==> src/rtl/system86_pkg.sv <==
// Shared definitions for the system86 colour PROM loader: load states,
// memory depths and field positions within the 3R red/green word.
package system86_pkg;

    localparam int ADDR_W      = 9;
    localparam int R_DEPTH_DEF = 512;
    localparam int S_DEPTH_DEF = 512;

    // 3R word layout: green in the upper nibble, red in the lower nibble
    localparam int GREEN_MSB = 7;
    localparam int RED_MSB   = 3;

    typedef enum logic [2:0] {
        ST_IDLE,
        ST_LOAD_R,
        ST_LOAD_S,
        ST_CHECK,
        ST_DONE,
        ST_FAIL
    } state_t;

endpackage

==> src/rtl/prom_write_port.sv <==
// Registered write stage for one colour lookup RAM: a transfer on one edge
// becomes a single-cycle write strobe with its address and data on the next.
module prom_write_port
    import system86_pkg::*;
#(
    parameter int DATA_W = 8
) (
    input  logic              CLK_6MD,
    input  logic              reset,
    input  logic              write,
    input  logic [ADDR_W-1:0] addr,
    input  logic [DATA_W-1:0] data,
    output logic [ADDR_W-1:0] wr_addr,
    output logic [DATA_W-1:0] wr_data,
    output logic              we
);

    // NOTE: state is updated with non-blocking assignments so every flop in the
    // design samples the same pre-edge values regardless of evaluation order.
    always_ff @(posedge CLK_6MD) begin
        if (reset) begin
            wr_addr <= '0;
            wr_data <= '0;
            we      <= 1'b0;
        end else begin
            we <= write;
            if (write) begin
                wr_addr <= addr;
                wr_data <= data;
            end
        end
    end

endmodule

==> src/rtl/videogen_prom_loader.sv <==
// Streams palette bytes into the writable 3R (red/green) and 3S (blue) lookup
// RAMs, verifies a trailing additive checksum and holds video off meanwhile.
module videogen_prom_loader
    import system86_pkg::*;
#(
    parameter int R_DEPTH     = R_DEPTH_DEF,
    parameter int S_DEPTH     = S_DEPTH_DEF,
    parameter int CHECKSUM_EN = 1
) (
    input  logic              CLK_6MD,
    input  logic              reset,
    input  logic              start,
    input  logic [7:0]        in_data,
    input  logic              in_valid,
    output logic              in_ready,
    output logic [ADDR_W-1:0] prom_3r_wr_addr,
    output logic [7:0]        prom_3r_wr_data,
    output logic              prom_3r_we,
    output logic [ADDR_W-1:0] prom_3s_wr_addr,
    output logic [3:0]        prom_3s_wr_data,
    output logic              prom_3s_we,
    output logic              video_hold,
    output logic              busy,
    output logic              done,
    output logic              fail,
    output logic              nib_err
);

    localparam logic [ADDR_W-1:0] R_LAST = ADDR_W'(R_DEPTH - 1);
    localparam logic [ADDR_W-1:0] S_LAST = ADDR_W'(S_DEPTH - 1);

    state_t            state;
    logic [ADDR_W-1:0] cnt;
    logic [7:0]        sum;

    logic       xfer;
    logic       write_r;
    logic       write_s;
    logic [7:0] r_word;

    assign xfer    = in_valid && in_ready;
    assign write_r = xfer && (state == ST_LOAD_R);
    assign write_s = xfer && (state == ST_LOAD_S);
    assign r_word  = {in_data[GREEN_MSB -: 4], in_data[RED_MSB -: 4]};

    prom_write_port #(.DATA_W(8)) u_port_3r (
        .CLK_6MD (CLK_6MD),
        .reset   (reset),
        .write   (write_r),
        .addr    (cnt),
        .data    (r_word),
        .wr_addr (prom_3r_wr_addr),
        .wr_data (prom_3r_wr_data),
        .we      (prom_3r_we)
    );

    prom_write_port #(.DATA_W(4)) u_port_3s (
        .CLK_6MD (CLK_6MD),
        .reset   (reset),
        .write   (write_s),
        .addr    (cnt),
        .data    (in_data[3:0]),
        .wr_addr (prom_3s_wr_addr),
        .wr_data (prom_3s_wr_data),
        .we      (prom_3s_we)
    );

    // in_ready, busy and video_hold are registered alongside the state so they
    // change on exactly the edge that enters or leaves the loading states.
    always_ff @(posedge CLK_6MD) begin
        if (reset) begin
            state      <= ST_IDLE;
            cnt        <= '0;
            sum        <= '0;
            in_ready   <= 1'b0;
            busy       <= 1'b0;
            video_hold <= 1'b0;
            done       <= 1'b0;
            fail       <= 1'b0;
            nib_err    <= 1'b0;
        end else begin
            unique case (state)
                ST_IDLE, ST_DONE, ST_FAIL: begin
                    if (start) begin
                        state      <= ST_LOAD_R;
                        cnt        <= '0;
                        sum        <= '0;
                        done       <= 1'b0;
                        fail       <= 1'b0;
                        nib_err    <= 1'b0;
                        in_ready   <= 1'b1;
                        busy       <= 1'b1;
                        video_hold <= 1'b1;
                    end
                end
                ST_LOAD_R: begin
                    if (xfer) begin
                        sum <= sum + in_data;
                        if (cnt == R_LAST) begin
                            cnt   <= '0;
                            state <= ST_LOAD_S;
                        end else begin
                            cnt <= cnt + 1'b1;
                        end
                    end
                end
                ST_LOAD_S: begin
                    if (xfer) begin
                        // the full byte enters the sum even though only blue is stored
                        sum <= sum + in_data;
                        if (in_data[7:4] != 4'd0) nib_err <= 1'b1;
                        if (cnt == S_LAST) begin
                            cnt <= '0;
                            if (CHECKSUM_EN != 0) begin
                                state <= ST_CHECK;
                            end else begin
                                state      <= ST_DONE;
                                done       <= 1'b1;
                                in_ready   <= 1'b0;
                                busy       <= 1'b0;
                                video_hold <= 1'b0;
                            end
                        end else begin
                            cnt <= cnt + 1'b1;
                        end
                    end
                end
                ST_CHECK: begin
                    if (xfer) begin
                        in_ready   <= 1'b0;
                        busy       <= 1'b0;
                        video_hold <= 1'b0;
                        if (in_data == sum) begin
                            state <= ST_DONE;
                            done  <= 1'b1;
                        end else begin
                            state <= ST_FAIL;
                            fail  <= 1'b1;
                        end
                    end
                end
                default: state <= ST_IDLE;
            endcase
        end
    end

endmodule

==> config.mk <==
export PLATFORM = sky130hd
export DESIGN_NAME = videogen_prom_loader
export DESIGN_NICKNAME = d
export VERILOG_FILES = /design/src/rtl/system86_pkg.sv /design/src/rtl/prom_write_port.sv /design/src/rtl/videogen_prom_loader.sv
export SDC_FILE = /design/constraint.sdc
export NUM_CORES = 1
export LEC_CHECK = 0
export CELL_PAD_IN_SITES_DETAIL_PLACEMENT = 1
export CELL_PAD_IN_SITES_GLOBAL_PLACEMENT = 2
export CORE_MARGIN = 10
export CORE_UTILIZATION = 34
export DETAILED_ROUTE_END_ITERATION = 10
export HOLD_SLACK_MARGIN = 0.15
export PLACE_DENSITY_LB_ADDON = 0.1
export SLEW_MARGIN = 15
export SYNTH_ARGS = -nofsm -noshare
export SYNTH_HDL_FRONTEND = slang
export SYNTH_HIERARCHICAL = 1
export SYNTH_SLANG_ARGS = --single-unit
==> constraint.sdc <==
create_clock -name CLK_6MD -period 2.9 [get_ports CLK_6MD]
set_input_delay 0.29 -clock CLK_6MD [delete_from_list [all_inputs] [get_ports CLK_6MD]]
set_output_delay 0.29 -clock CLK_6MD [all_outputs]
set_load 0.05 [all_outputs]
# After elaboration in Yosys (flattened, before gate mapping)
# Cells that the tools add are included.
[classes]
n_addsub = 2
n_eq_ne = 17
muxes = 28
reduce_logical = 16
[op_table]
columns = ["cell", "n"]
rows = [
  ["two-way mux 9 bit", 3],
  ["two-way mux 3 bit", 6],
  ["one-hot mux 9 bit (2 select lines)", 1],
  ["two-way mux 8 bit", 2],
  ["one-hot mux 8 bit (2 select lines)", 1],
  ["!= test 2 bit (second input constant)", 6],
  ["one-hot mux 3 bit (4 select lines)", 1],
  ["AND reduction 4 bit", 3],
  ["two-way mux 1 bit", 10],
  ["adder 9 x 1 -> 9 bit (second input constant)", 1],
  ["== test 9 bit (second input constant)", 1],
  ["adder 8 bit", 1],
  ["== test 8 bit", 1],
  ["!= test 2 x 1 -> 1 bit (second input constant)", 4],
  ["one-hot mux 1 bit (2 select lines)", 4],
  ["== test 3 x 2 -> 1 bit (second input constant)", 2],
  ["== test 3 bit (second input constant)", 2],
  ["AND reduction 3 bit", 2],
  ["AND reduction 6 bit", 1],
  ["nonzero test 2 bit", 3],
  ["nonzero test 4 bit", 1],
  ["== test 3 x 1 -> 1 bit (second input constant)", 1],
  ["logical AND 1 bit", 3],
  ["logical NOT 3 bit", 1],
  ["2 further kinds", 2],
]
[totals]
regBits = 56
out_inout_bits = 38

# Depth between registers and ports, before layout
# Gate-level depths: netlist of the first run.
[depth]
word_depth = 4
depth_mapped = 9

# By module
# Netlist of the first run, hierarchy kept.
[by_module_without_submodules]
columns = ["mod", "instances", "cells_per_inst", "area_per_inst_um2", "seq_area_each_um2"]
rows = [
  ["videogen_prom_loader", 1, 170, 1438.9, 480.5],
  ["prom_write_port (u_port_3r)", 1, 57, 641.9, 360.3],
  ["prom_write_port (u_port_3s)", 1, 44, 501.7, 280.3],
]

# Least setup slack after synthesis of the first run
# OpenSTA, ideal clock, no wires.
[synth_path]
path_kind = "reg2reg"
startpoint = "register busy (netlist name)"
endpoint = "register sum[7]"
arrival_ns = 1.987
required_ns = 2.777
slack_ns = 0.790
path_stages_with_launch = 6
period_less_slack_ns = 2.110
path_cell_list = "dfxtp_1 -> nand2_1 -> or3_4 -> a221oi_2 -> o311ai_1 -> mux2_1"
[synth_rtl]
columns = ["element", "line_no", "text"]
rows = [
  ["end signal, assigned", "videogen_prom_loader.sv:98", "sum <= sum + in_data;"],
  ["end signal, assigned", "videogen_prom_loader.sv:110", "sum <= sum + in_data;"],
  ["end, declared", "videogen_prom_loader.sv:34", "logic [7:0] sum;"],
]

# Worst setup path after layout of the first run
[layout_path]
startpoint = "input port in_data[1]"
endpoint = "register sum[7]"
[layout_between]
elab_chain_cells = 3
[layout_lines]
columns = ["element", "line_no", "text"]
rows = [
  ["start, declared", "videogen_prom_loader.sv:13", "input logic [7:0] in_data,"],
  ["adder 8 bit", "videogen_prom_loader.sv:98, videogen_prom_loader.sv:110", ""],
  ["two-way mux 8 bit", "videogen_prom_loader.sv:97, videogen_prom_loader.sv:108", ""],
  ["one-hot mux 8 bit (2 select lines)", "videogen_prom_loader.sv:82", "unique case (state)"],
]
# No other way between the ends. The select of a mux whose other input is x is not followed.
# A chain may end at the register's enable or synchronous reset.

==> results of run 1 <==
## worst max-delay path: cells and delay by family
family	cells	cell delay [ns]
mux	1	0.35
compound gates	4	0.91
fa+ha+maj	1	0.36
buf+inv	1	0.49
## logic make-up (layout without fill, tap and decap cells)
group / count (synthesis) / in the layout
simple gates: 102 / 102
flops: 56 / 56
compound gates: 42 / 42
mux: 32 / 32
buf+inv: 17 / 65
xor+xnor: 12 / 12
fa+ha+maj: 10 / 10
## per-stage QoR
stage / utilization / total power [uW] / worst slack [ns]
2_1_floorplan: - / 921 / 0.790
3_3_place_gp: 0.427 / 979 / 0.374
3_5_place_dp: 0.427 / 980 / 0.336
4_1_cts: 0.442 / 1510 / 0.650
5_1_grt: 0.442 / 1550 / 0.456
6_report: 0.442 / 1480 / 0.689
## sequential cells by signal, indices dropped and copies added (netlist names), 3 cells and up
signal	cells
sum	8
cnt	9
u_port_3r/wr_data	8
state	3
u_port_3s/wr_addr	9
u_port_3r/wr_addr	9
u_port_3s/wr_data	4
## power by group
group          switching, uW  internal, uW  total [uW]
sequential              13.2           779         792
clock                    258           261         520
combinational            103          64.8         168
## how the worst max path moves through the flow
stage,cells after the start,endpoint,startpoint
floorplan,5,sum[7],busy
global placement,7,sum[7],in_data[1]
detailed placement,7,sum[7],in_data[1]
CTS,7,sum[7],in_data[1]
global route,7,sum[7],in_data[1]
finish,7,sum[7],in_data[1]
## area by class of cell
class                   instances  area [sq um]  area share
well taps                      99           124      0.0382
repair buffers                 56           538       0.166
flip-flops and latches         56          1120       0.346
clock inverters                 2          38.8      0.0120
clock buffers                   6          72.6      0.0224
inverters                       1          3.75     0.00116
multi-input cells             198          1350       0.415
## placed cells by master, fill, tap and decap left out, drive strengths merged, types with 3 or more instances in the layout
cell type      instances
nand2b                 3
dfxtp                 56
a21oi                 18
clkbuf                 6
o21ai                  7
nor3b                  3
buf                    8
nand3                 10
clkdlybuf4s50         48
ha                     9
mux2i                 31
nor3                   6
nand2                 15
o211ai                 3
nand4                  3
or3                    3
nor2                  46
xor2                   6
a21o                   4
and3                   4
xnor2                  6
nor2b                  4
## metal layers
layer / vias to the layer above / part of all wire / GRT usage
li1: 1044 / - / -
met1: 983 / 0.47 / 0.146
met2: 30 / 0.47 / 0.203
met3: 6 / 0.044 / 0.0305
met4: 0 / 0.0099 / 0.0319
met5: - / 0 / 0
==> summary.md, run 1 <==
| Metric | Value |
|---|---|
| Hold EP | u_port_3s/wr_data[2] |
| Largest net degree at the start of global routing | 27 |
| Top cells by count, synth | dfxtp_1, nor2_1, mux2i_1, a21oi_1, nand2_1 |
| Critical path's largest stage delay | 0.49 ns |
| Crit end category | register |
| RR Startpoint | sum[1] |
| FP Rows | 31 |
| Synth Net Count | 293 |
| Min cycle time layout | 2.21 ns |
| Register area share after synthesis | 0.434 |
| Post-Synth XOR/XNOR Area | 0.0436 |
| Dpl hpwl | 5.16 mm |
| Hold Crit Start | reset |
| Avg Synthesized Cell Area | 9.53 sq um |
| Worst-path cell chain | clkdlybuf4s50_1 > ha_1 > a211oi_1 > o21ai_0 > o21a_1 > o311ai_1 > mux2_1 |
| Final setup viols | 0 |
| Yosys Warn Count | 6 |
| Worst-Skew Late Latency | 0.31 ns |
| Power per cell area | 456 nW/um^2 |
| Unrepaired setup endpoints after global routing | false |
| Vias per cell | 4.94 |
| Status | finished clean |
| Initial antenna violation count | 0 |
| Number of diodes | 0 |
| Final Hold Fails | 0 |
| Count leader, synth | dfxtp_1 |
| Post-CTS sizing | 0 |
| Routability cong. | 0.772 |
| Least-Margin Pin Slew | 0.583 ns |
| Asr flop ratio synth | 0 |
| First-pass GRT wire length | 11.1 mm |
| TritonRoute pass-1 iters | 4 |
| I/O Pins | 50 |
| Distinct cells, synth | 44 |
| Die W | 107 um |
| 1st-iter DRT viols | 49 |
| Clock Skew | 0.00746 ns |
| Pleak | 0.00115 uW |
| Starting Density | 0.352 |
| Main combinational cell family by area after synthesis | simple AND/OR/NAND/NOR gates |
| Simple-gate share of the synthesized area | 0.188 |
| HP Class | in -> reg |
| Area share of the largest cell type after synthesis | 0.434 |
| Mapped Cells | 271 |
| Fmax | 452 MHz |
| Area delta synth->final | 25.6% |
| Crit-path max FO | 4 |
| Crit path DAT | 2.41 ns |
| Slowest-stage cell, CP | clkdlybuf4s50_1 |
| Largest cells by area after synthesis | dfxtp_1, mux2i_1, nor2_1, ha_1, a21oi_1 |
| Ys flop type | dfxtp_1 |
| Crit share post-route | 0.762 |
| Post-CTS Setup Repair Bufs | 0 |
| Remaining global-route overflow | 0 |
| Crit start category | input port |
| Multiplexer area fraction after synthesis | 0.125 |
| CTS HTree Levels | 2 |
| R2r endpoint | sum[7] |
| PortBufs | 49 |
| Die height | 107 um |
| Post-Synth Adder-Cell Area | 0.0514 |
| Min Hold Slack | 0.417 ns |
| Synthesized area | 2580 sq um |
| Max-Cap Viols | 0 |
| Vias in the first global route | 2111 |
| Fillers | 834 |
| Slew Viols, Final | 0 |
| Slew headroom | 0.610 |
| Synth Area in Compound Gates | 0.109 |
| # hold bufs at CTS | 0 |
| Post-Place Cells | 410 |
| Die Area | 11500 sq um |
| Final non-filler cell area | 3240 sq um |
| Worst vdd ir | 0.221 mV |
| #FFs+latches synth | 56 |
| Clock Sinks | 56 |
| # DRC | 0 |
| CP Class | in -> reg |
| GRT Util Overall | 0.120 |
| Reg-to-reg slack, setup | 0.86 ns |
| Worst hold stages | 2 |
| Required time worst endpoint | 3.10 ns |
| Wirelength per Cell | 16.5 um |
| Placed instance area | 3130 sq um |
| Clock root buffer | clkbuf_8 |
| Layout Cells excl Fill | 418 |
| Path depth of the worst reg2reg path | 6 |
| CTS Buf Count | 5 |
| Core area | 7330 sq um |
| Clock Tree Buf Depth | 2 |
| Post-layout net count | 340 |
| Routed Antenna Nets | 0 |
| CTS tree | done |
| Yosys top cell by area | dfxtp_1 |
| Worst-path clk slew | 0.11 ns |
| Post-synth EDFFs | 0 |
| Setup TNS | 0 ns |
| Share of layout cells above drive strength 1 | 0.0690 |
| Total Wirelength | 6.90 mm |
| Vias | 2063 |
No activity file was read; power rests on OpenSTA's default activity.
==> inputs of run 2 (changes only) <==
Settings changed: CORE_UTILIZATION 34 to 31.
Clock period 2.9 ns to 2.06 ns, I/O delays scaled along.
==> summary.md, run 2 (synthesis gave the netlist of run 1 again) <==
| Metric | Value |
|---|---|
| 1st-iter DRT viols | 43 (-12%) |
| Clock Tree Buf Depth | 2 (unchanged) |
| Total Wirelength | 7.27 mm (+5.4%) |
| Area of the multi-input gates | 1360 sq um (+0.84%) |
| I/O Pins | 50 (unchanged) |
| Fillers | 932 (+12%) |
| Area delta synth->final | 35.6% |
| Remaining global-route overflow | 0 (unchanged) |
| Unrepaired setup endpoints after global routing | false |
| Min cycle time layout | 1.92 ns |
| Crit start category | input port |
| Power Internal | 1590 uW (+44%) |
| Fin util | 0.428 (-0.0140) |
| Vias | 2168 (+5.1%) |
| Slowest-stage cell, CP | clkdlybuf4s50_1 |
| Die Area | 12400 sq um (+7.8%) |
| First-pass GRT wire length | 12.2 mm (+10%) |
| Crit share post-route | 0.931 |
| Top Registers | cnt: 9 flops, u_port_3r/wr_addr: 9 flops, u_port_3s/wr_addr: 9 flops |
| Final setup viols | 0 (unchanged) |
| Number of diodes | 0 (unchanged) |
| Initial antenna violation count | 0 (unchanged) |
| Required time worst endpoint | 2.29 ns (-0.81 ns) |
| Vias per cell | 4.78 (-3.2%) |
| Comb power frac | 0.132 (+0.018) |
| Setup WS pre-CTS | -0.325 ns (-0.661 ns) |
| Critical path's largest stage delay | 0.47 ns (-0.02 ns) |
| Clock root buffer | clkbuf_8 |
| Worst-path cell chain | clkdlybuf4s50_1 > ha_2 > fa_1 > a21o_1 > a21oi_2 > o211ai_1 > xnor2_1 > o31ai_1 |
| PortBufs | 49 (unchanged) |
| Switching share of power | 0.260 (+0.00705) |
| Least-Margin Pin Slew | 0.539 ns (-0.0441 ns) |
| Area taken by flip-flops and latches | 1120 sq um (+0.22%) |
| TritonRoute pass-1 iters | 4 (unchanged) |
| Crit path DAT | 2.15 ns (-0.26 ns) |
| Post-CTS Setup Repair Bufs | 0 (unchanged) |
| Post-layout net count | 370 (+8.8%) |
| HP Class | in -> reg |
| Largest net degree at the start of global routing | 24 (-11%) |
| Vias in the first global route | 2303 (+9.1%) |
| Wirelength per Cell | 16.0 um (-3.0%) |
| CTS tree | done |
| Clock Skew | 0.00747 ns (+0.0000103 ns) |
| Share of layout cells above drive strength 1 | 0.163 (+0.0944) |
| Worst-path clk slew | 0.11 ns (about the same) |
| FP Rows | 33 (+6.5%) |
| Reg power frac | 0.516 (-0.019) |
| Final Hold Fails | 0 (unchanged) |
| Dpl hpwl | 5.46 mm (+5.8%) |
| Crit end category | register |
| # DRC | 0 (unchanged) |
| P_sw | 559 uW (+49%) |
| Crit-path max FO | 3 (-1) |
| Die height | 111 um (+3.8%) |
| Pleak | 0.00131 uW (+13%) |
| Status | finished clean |
| Worst vdd ir | 0.308 mV (+40%) |
| CTS Buf Count | 5 (unchanged) |
| Starting Density | 0.316 (-0.0364) |
| Most common library cell in the layout ignoring fill and taps | dfxtp_1 |
| Clock Sinks | 56 (unchanged) |
| Slew headroom | 0.640 (+0.0295) |
| Post-Place Cells | 446 (+8.8%) |
| Routed Antenna Nets | 0 (unchanged) |
| Layout Cells excl Fill | 454 (+8.6%) |
| GRT Util Overall | 0.117 (-0.00234) |
| CTS HTree Levels | 2 (unchanged) |
| Most frequent cells in the layout | dfxtp_1, clkdlybuf4s50_1, nor2_1, buf_4, mux2i_1 |
| CP top delay family | compound AO/OA/AOI/OAI gates |
| Worst-Skew Late Latency | 0.31 ns (about the same) |
| Core area | 8180 sq um (+12%) |
| Buffers & Inverters on Critical Path | 1 (unchanged) |
| CP Class | in -> reg |
| Die W | 111 um (+3.8%) |
| Max-Cap Viols | 0 (unchanged) |
| Fmax | 521 MHz |
| Power per cell area | 612 nW/um^2 (+34%) |
| Routability cong. | 0.792 (+2.6%) |
| Clock share of power | 0.352 (about the same) |
| Final WS setup | 0.142 ns (-0.547 ns) |
| Slew Viols, Final | 0 (unchanged) |
## run 2: changes by cell type in the layout (fill, tap and decap cells not counted), sizes merged
cell  previous run  this run
buf              8        38
## run 2: per-layer routing
| metal | track usage | vias up | part of all wire | wire length [um] |
|---|---|---|---|---|
| met3 | 0.0287 | 6 | 0.032 | 235 |
| met4 | 0.0300 | 0 | 0.0093 | 68 |
| li1 | - | 1096 | - | - |
| met2 | 0.197 | 35 | 0.48 | 3510 |
| met5 | 0 | - | 0 | 0 |
| met1 | 0.146 | 1031 | 0.47 | 3450 |
## run 2: worst paths after layout
check	slack, ns	endpoint	cells past startpoint	startpoint
worst max-delay path	0.14	sum[6]	8	in_data[0]
worst min-delay path	0.25	u_port_3r/wr_addr[0]	2	reset
worst max register to register	0.21	sum[7]	6	sum[1]
worst min register to register	0.48	sum[3]	2	sum[3]
## run 2: final cells by class
type                    count  share of cell area
clock inverters             2              0.0111
clock buffers               6              0.0207
flip-flops and latches     56               0.321
repair buffers             86               0.222
inverters                   1             0.00107
well taps                 105              0.0375
multi-input cells         198               0.387
## run 2: power by group through the flow
stage               clock network [uW]  registers (uW)  logic [uW]
CTS                                789            1110         286
detailed placement                   0            1130         285
floorplan                            0            1150         144
global route                       839            1110         311
global placement                     0            1130         283
finish                             755            1110         282
## run 2: what timing repair did
action,4_1_cts,5_1_grt
resized for setup,0,6
hold buffers,0,0
setup endpoints to repair,0,3
## run 2: per-stage QoR
stage | hold slack [ns] | total power, uW | instance area, sq um | TNS, ns
floorplan | 0.278 | 1300 | 2580 | 0
global placement | 0.459 | 1420 | 3380 | -0.681
detailed placement | 0.459 | 1420 | 3380 | -0.945
CTS | 0.246 | 2180 | 3490 | 0
global route | 0.266 | 2260 | 3500 | 0
finish | 0.254 | 2140 | 3500 | 0
## run 2: worst register-to-register path, stage by stage, from the launching register on
cell and delay (ns):
dfxtp_1 0.33, ha_1 0.30, a211oi_2 0.23, o21ai_1 0.13, o21a_1 0.13, o311ai_1 0.29
mux2_1 0.34
